## src/rtl/detector_de_monedas.sv

```systemverilog
// rtl/detector_de_monedas.sv - coin pulse-width classifier feeding hm/tm/rej to maquina_de_cafe
// Optional accepted-coin counters n5/n10 are built only when COIN_COUNT_EN is defined.
module detector_de_monedas #(
  parameter int MIN5    = 8,
  parameter int MAX5    = 15,
  parameter int MIN10   = 20,
  parameter int MAX10   = 31,
  parameter int HOLDOFF = 16,
  parameter int CNT_W   = 6
) (
  input  logic       clk,
  input  logic       rst,
  input  logic       coin_in,
  output logic       hm,
  output logic       tm,
  output logic       rej,
  output logic       busy
`ifdef COIN_COUNT_EN
  ,
  output logic [7:0] n5,
  output logic [7:0] n10
`endif
);

  localparam int HW = (HOLDOFF < 1) ? 1 : $clog2(HOLDOFF + 1);

  localparam logic [CNT_W-1:0] CNT_MAX = {CNT_W{1'b1}};
  localparam logic [CNT_W-1:0] L_MIN5  = CNT_W'(MIN5);
  localparam logic [CNT_W-1:0] L_MAX5  = CNT_W'(MAX5);
  localparam logic [CNT_W-1:0] L_MIN10 = CNT_W'(MIN10);
  localparam logic [CNT_W-1:0] L_MAX10 = CNT_W'(MAX10);
  localparam logic [HW-1:0]    HOLD_LD = HW'(HOLDOFF);

  typedef enum logic [2:0] {
    ST_ARM,
    ST_IDLE,
    ST_MEASURE,
    ST_JAM,
    ST_HOLDOFF
  } state_t;

  state_t           state, state_nx;
  logic             s1, s2;
  logic [CNT_W-1:0] cnt, cnt_nx;
  logic [HW-1:0]    hcnt, hcnt_nx;
  logic             hm_nx, rej_nx, tm_nx;
  logic             fresh, first_smp;

  always_ff @(posedge clk) begin
    if (rst) begin
      s1        <= 1'b0;
      s2        <= 1'b0;
      state     <= ST_ARM;
      cnt       <= '0;
      hcnt      <= '0;
      hm        <= 1'b0;
      rej       <= 1'b0;
      tm        <= 1'b0;
      fresh     <= 1'b1;
      first_smp <= 1'b0;
    end else begin
      s1        <= coin_in;
      s2        <= s1;
      state     <= state_nx;
      cnt       <= cnt_nx;
      hcnt      <= hcnt_nx;
      hm        <= hm_nx;
      rej       <= rej_nx;
      tm        <= tm_nx;
      fresh     <= 1'b0;
      first_smp <= fresh;
    end
  end

  always_comb begin
    state_nx = state;
    cnt_nx   = cnt;
    hcnt_nx  = hcnt;
    hm_nx    = 1'b0;
    rej_nx   = 1'b0;
    tm_nx    = tm;
    case (state)
      ST_ARM: begin
        if (!s2) state_nx = ST_IDLE;
      end
      ST_IDLE: begin
        // s2 still holds its reset value right after release; the first real
        // sample shows up in s1, so a beam blocked through reset goes back to ARM.
        if (first_smp && s1) begin
          state_nx = ST_ARM;
        end else if (s2) begin
          state_nx = ST_MEASURE;
          cnt_nx   = {{(CNT_W-1){1'b0}}, 1'b1};
        end
      end
      ST_MEASURE: begin
        if (s2) begin
          if (cnt == CNT_MAX - 1'b1) begin
            cnt_nx   = CNT_MAX;
            rej_nx   = 1'b1;
            state_nx = ST_JAM;
          end else begin
            cnt_nx = cnt + 1'b1;
          end
        end else begin
          state_nx = ST_HOLDOFF;
          hcnt_nx  = HOLD_LD;
          if (cnt >= L_MIN5 && cnt <= L_MAX5) begin
            hm_nx = 1'b1;
            tm_nx = 1'b0;
          end else if (cnt >= L_MIN10 && cnt <= L_MAX10) begin
            hm_nx = 1'b1;
            tm_nx = 1'b1;
          end else begin
            rej_nx = 1'b1;
          end
        end
      end
      ST_JAM: begin
        if (!s2) begin
          state_nx = ST_HOLDOFF;
          hcnt_nx  = HOLD_LD;
        end
      end
      ST_HOLDOFF: begin
        if (hcnt == '0) state_nx = ST_ARM;
        else            hcnt_nx  = hcnt - 1'b1;
      end
      default: begin
        state_nx = ST_ARM;
      end
    endcase
  end

  assign busy = (state != ST_IDLE);

`ifdef COIN_COUNT_EN
  always_ff @(posedge clk) begin
    if (rst) begin
      n5  <= 8'd0;
      n10 <= 8'd0;
    end else if (hm_nx) begin
      if (!tm_nx && n5 != 8'hff)  n5  <= n5 + 8'd1;
      if (tm_nx  && n10 != 8'hff) n10 <= n10 + 8'd1;
    end
  end
`endif

endmodule

```

## config.mk

```make
export PLATFORM = sky130hd
export DESIGN_NAME = detector_de_monedas
export DESIGN_NICKNAME = d
export VERILOG_FILES = /design/src/rtl/detector_de_monedas.sv
export SDC_FILE = /design/constraint.sdc
export NUM_CORES = 1
export LEC_CHECK = 0
export ABC_AREA = 1
export CAP_MARGIN = 0
export CORE_ASPECT_RATIO = 0.5
export CORE_UTILIZATION = 45
export DETAILED_ROUTE_END_ITERATION = 8
export PLACE_DENSITY = 0.66
export SYNTH_ARGS = -nofsm -noshare
export SYNTH_HDL_FRONTEND = slang
export SYNTH_SLANG_ARGS = --single-unit
```

## constraint.sdc

```tcl
create_clock -name clk -period 1.69 [get_ports clk]
set_clock_uncertainty 0.15 [all_clocks]
set_input_delay 0.507 -clock clk [delete_from_list [all_inputs] [get_ports clk]]
set_output_delay 0.507 -clock clk [all_outputs]
set_load 0.01 [all_outputs]
```

After elaboration in Yosys (flattened, before gate mapping) --
Cells that the tools add are included.
Word-level totals: input port bits 3, output and inout bits 4, word-level logic and storage cells 74, register bits after elaboration 21
Operators by class: $add $sub $neg 2, reduce and logical (&&, ||, !) cells 15, bitwise logic cells 2, muxes and demuxes 25, magnitude comparators 4, equality and inequality tests 16
Operators with widths (number):
- $mux W6 | 4
- $mux W3 | 7
- $ne A2 B2 Y1 const B | 8
- $pmux W3 S5 | 1
- $pmux W6 S2 | 1
- $mux W5 | 2
- $pmux W5 S2 | 1
- $mux W1 | 9
- $add A6 B1 Y6 const B | 1
- $eq A3 B2 Y1 const B | 2
- $eq A6 B6 Y1 const B | 1
- $ge A6 B4 Y1 const B | 1
- $ge A6 B5 Y1 const B | 1
- $le A6 B4 Y1 const B | 1
- $le A6 B5 Y1 const B | 1
- $ne A3 B3 Y1 const B | 2
- $reduce_and A3 Y1 | 2
- $reduce_bool A2 Y1 | 3
- $logic_not A5 Y1 | 1
- $reduce_and A5 Y1 | 1
- $sub A5 B1 Y5 const B | 1
- $reduce_and A4 Y1 | 1
- $reduce_or A2 Y1 | 2
- $eq A3 B1 Y1 const B | 1
- 6 further kinds | 9

Depth between registers and ports, before layout --
depth in word-level cells 5, depth in mapped cells 10

Worst setup path after synthesis --
OpenSTA, ideal clock, no wires.
kind reg-to-reg, start point register hcnt[0], end point register hcnt[1], clock period less this slack 1.425 ns, data arrival time 1.147 ns, setup slack 0.265 ns, buffers on the path 0, required time 1.411 ns, stages on the path, launching flop included 9, library setup time 0.129 ns, path through dfxtp_1 > inv_1 > ha_1 > nand3_1 > nand2_4 > nand2_8 > nand2_8 > o21ai_2 > nor2_2
On the way: cells in the longest elaborated chain, start to end 3, elaborated cells on any way between the ends 6, classes of those cells add/sub: 1; eq/ne: 1; mux: 2; reduce/logical: 2
Ends and longest elaborated chain:
- from (decl) | line 45 | logic [HW-1:0] hcnt, hcnt_nx;
- from (signal assigned) | line 66 | hcnt <= hcnt_nx;
- $sub A5 B1 Y5 / $logic_not A5 Y1 (equally long branches) | line 127, 126
- $mux W5 / $ne A2 B2 Y1 (equally long branches)
- $pmux W5 S2 / $reduce_and A3 Y1 (equally long branches)
Parallel ways exist; a longest one is shown, timed or not. The select of a mux whose other input is x is not followed. A chain may end at the register's enable or synchronous reset.

Worst setup path in the final report --
start point register state[2], end point output port busy
On the way: cells in the longest elaborated chain, start to end 1
Ends and longest elaborated chain:
- from (decl) | line 42 | state_t state, state_nx;
- from (signal assigned) | line 64 | state <= state_nx;
- $ne A3 B1 Y1 | line 135 | assign busy = (state != ST_IDLE);
- to (decl) | line 17 | output logic busy
No other way between the ends.

==> flow_summary.yaml <==
drt:
  drc: 0
  via_per_inst: 4.74
  postRouteAntennaNets: 0
  drt_iter0_drc: 37
  wire_per_inst_um: 10.3
  drt-total-wl_mm: 2.22
  drtPass1Iterations: 4
  vias: 1020
worst_setup_path:
  path_max_fanout: 2
  r2r_cells: 7
  cp_cell_sequence: "inv_2, nand3_1, clkbuf_2"
  start_kind: "flip-flop"
  cp.arrival_ns: 0.86
  crit_family: "flip-flops"
  critPathBufInv: 2
  slowest_stage: "dfxtp_1"
  crit_type: "reg -> out"
  r2r-start: "hcnt[0]"
  cp-end-kind: "output pin"
  cp.required_ns: 1.03
  ff2ff_setup_slack_ns: 0.18
  r2r-end: "hcnt[2]"
  critPathMaxStageDelay_ns: 0.34
global_routing:
  grt_pass1_wl_mm: 3.82
  grt_max_degree: 12
  grt_usage_pct: 18.8
  grt_pass1_vias: 906
  grt_overflow: 0
  grt_antenna_before_repair: 0
placed_design:
  dp_cells: 211
  routabilityCongestion: 0.800
  dp_hpwl_mm: 1.72
  io_buffers: 6
job:
  max_cap_viol_count: 0
synthesis:
  synth_top_area_share_pct: 35.9
  yosysWarnings: 0
  ys_types: 25
  synth_ff_type: "dfxtp_1"
  synth_edf_count: 0
  synthArstFlopShare_pct: 0
  yosys-top-cells-count: "nand2_1, inv_1, dfxtp_1"
  synth_top_cell_by_area: "dfxtp_1"
  ys_seq_area_share_pct: 35.9
  synth.most_common_cell: "nand2_1"
  synth_area_leaders: "dfxtp_1, nand2_1, inv_1"
  syn_inst: 164
  syn_avg_cell_area_um2: 7.15
  synth_nets: 171
  synth_area_mm2: 0.00117
  ys_ff_latch: 21
sta:
  drv_slew: 0
  worstMarginPinSlew_ns: 0.248
  finalCritPeriodShare_pct: 90.0
  hold_viol: 0
  fmax_mhz: 658
  fin_setup_tns_ns: 0
  period_minus_slack_ns: 1.52
  max_slew_margin_pct: 83.5
  rsz0062_at_grt: "false"
  finalSetupViolCount: 0
floorplan:
  std_cell_rows: 12
  initial_core_util_pct: 50.1
  coreArea_mm2: 0.00234
  die-area_mm2: 0.00283
  top_level_ports: 7
  die_h_um: 38.1
  die_x_um: 74.2
clock_tree:
  clk_latency_ns: 0.26
  htreeDepth: 1
  numCtsBuffers: 3
  clk_pin_slew_ns: 0.07
  ctsHoldBuffers: 0
  clockRootBuffer: "clkbuf_8"
  cts_buffer_depth: 2
  cts_sinks: 21
  cts_tree: "done"
power:
  power_uw: 1490
  power_density_mw_per_mm2: 1090
  p_leak_uw: 0.000641
  ir_drop_mv: 0.575
finish:
  nNetsFinal: 188
  antenna_cells: 0
  area.growth.synth_to_final_pct: 16.1
  finish.utilization_pct: 58.1
  n_fill_cell: 237
  final_cells: 215
  drive_gt1_share_pct: 20.6
worst_hold_path:
  min_from: "fresh"
  whs_endpoint: "first_smp"
  min_path_cells: 2
  hp-class: "reg -> reg"
run_status:
  status: "complete, no violations"
## cells by family after synthesis
family	share of synthesized area, %
adder cells (fa/ha/maj)	4.27
flip-flops	35.9
AND/OR/NAND/NOR	38.0
AO/OA/AOI/OAI	12.4
buffers and inverters	9.50
## per-stage QoR
step | worst slack [ns] | hold WS, ns | area, um^2
after floorplan | 0.265 | 0.238 | 1170
after global placement | 0.0560 | 0.240 | 1330
after detailed placement | 0.0396 | 0.247 | 1330
after CTS | 0.0206 | 0.257 | 1370
after global routing | 0.0154 | 0.276 | 1360
final | 0.169 | 0.255 | 1360
## where the power goes
| group | internal, uW | total [uW] | switching [uW] |
|---|---|---|---|
| Clock | 168 | 326 | 158 |
| Sequential | 545 | 579 | 33.2 |
| Combinational | 235 | 580 | 345 |
## worst max path at each step
stage                     cells after the start      end      from  slack [ns]
final                                         3     busy  state[2]        0.17
after global routing                          7  hcnt[2]   hcnt[0]        0.02
after CTS                                     2     busy  state[0]        0.02
after detailed placement                      4   cnt[3]       rst        0.04
after global placement                        3     busy  state[2]        0.06
after floorplan                               8  hcnt[1]   hcnt[0]        0.26
## registers in the layout, summed over array words and instances (netlist names)
name,flops
cnt,6
hcnt,5
state,3
first_smp,1
fresh,1
hm,1
rej,1
s1,1
s2,1
tm,1
## final cells by class
type                    instances  area (um^2)  area share [%]
clock buffers                   4         45.0            3.31
inverters                      28          108            7.90
multi-input cells             114          641            47.1
well taps                      35         43.8            3.22
repair buffers                 13          104            7.63
flip-flops and latches         21          420            30.9
## repair_timing
| action | in CTS | in global routing |
|---|---|---|
| setup endpoints to repair | 4 | 1 |
| setup buffers | 0 | 0 |
| resized for setup | 4 | 2 |
## worst register-to-register path: cells and delay by family (launching register included)
| kind | cells | cell delay [ns] |
|---|---|---|
| AND/OR/NAND/NOR | 2 | 0.36 |
| flip-flops | 1 | 0.33 |
| AO/OA/AOI/OAI | 2 | 0.26 |
| adder cells (fa/ha/maj) | 1 | 0.20 |
| buffers and inverters | 2 | 0.15 |
## layout by cell type, fill, tap and decap left out, types with 5 or more instances in the layout
master	synthesis	layout
a21oi_1	8	8
buf_4	0	7
dfxtp_1	21	21
inv_1	24	24
nand2_1	29	29
nand2_2	6	6
nand3_1	16	16
nor2_1	18	18
o21ai_0	5	5
## layer usage
layer,share of wire (%),wire length [um],GRT usage (%)
met5,0,0,0
met4,0.81,18,5.77
met3,2.8,63,6.32
met2,41,906,28.4
met1,55,1230,25.2
Power figures use the tool's default switching activity.
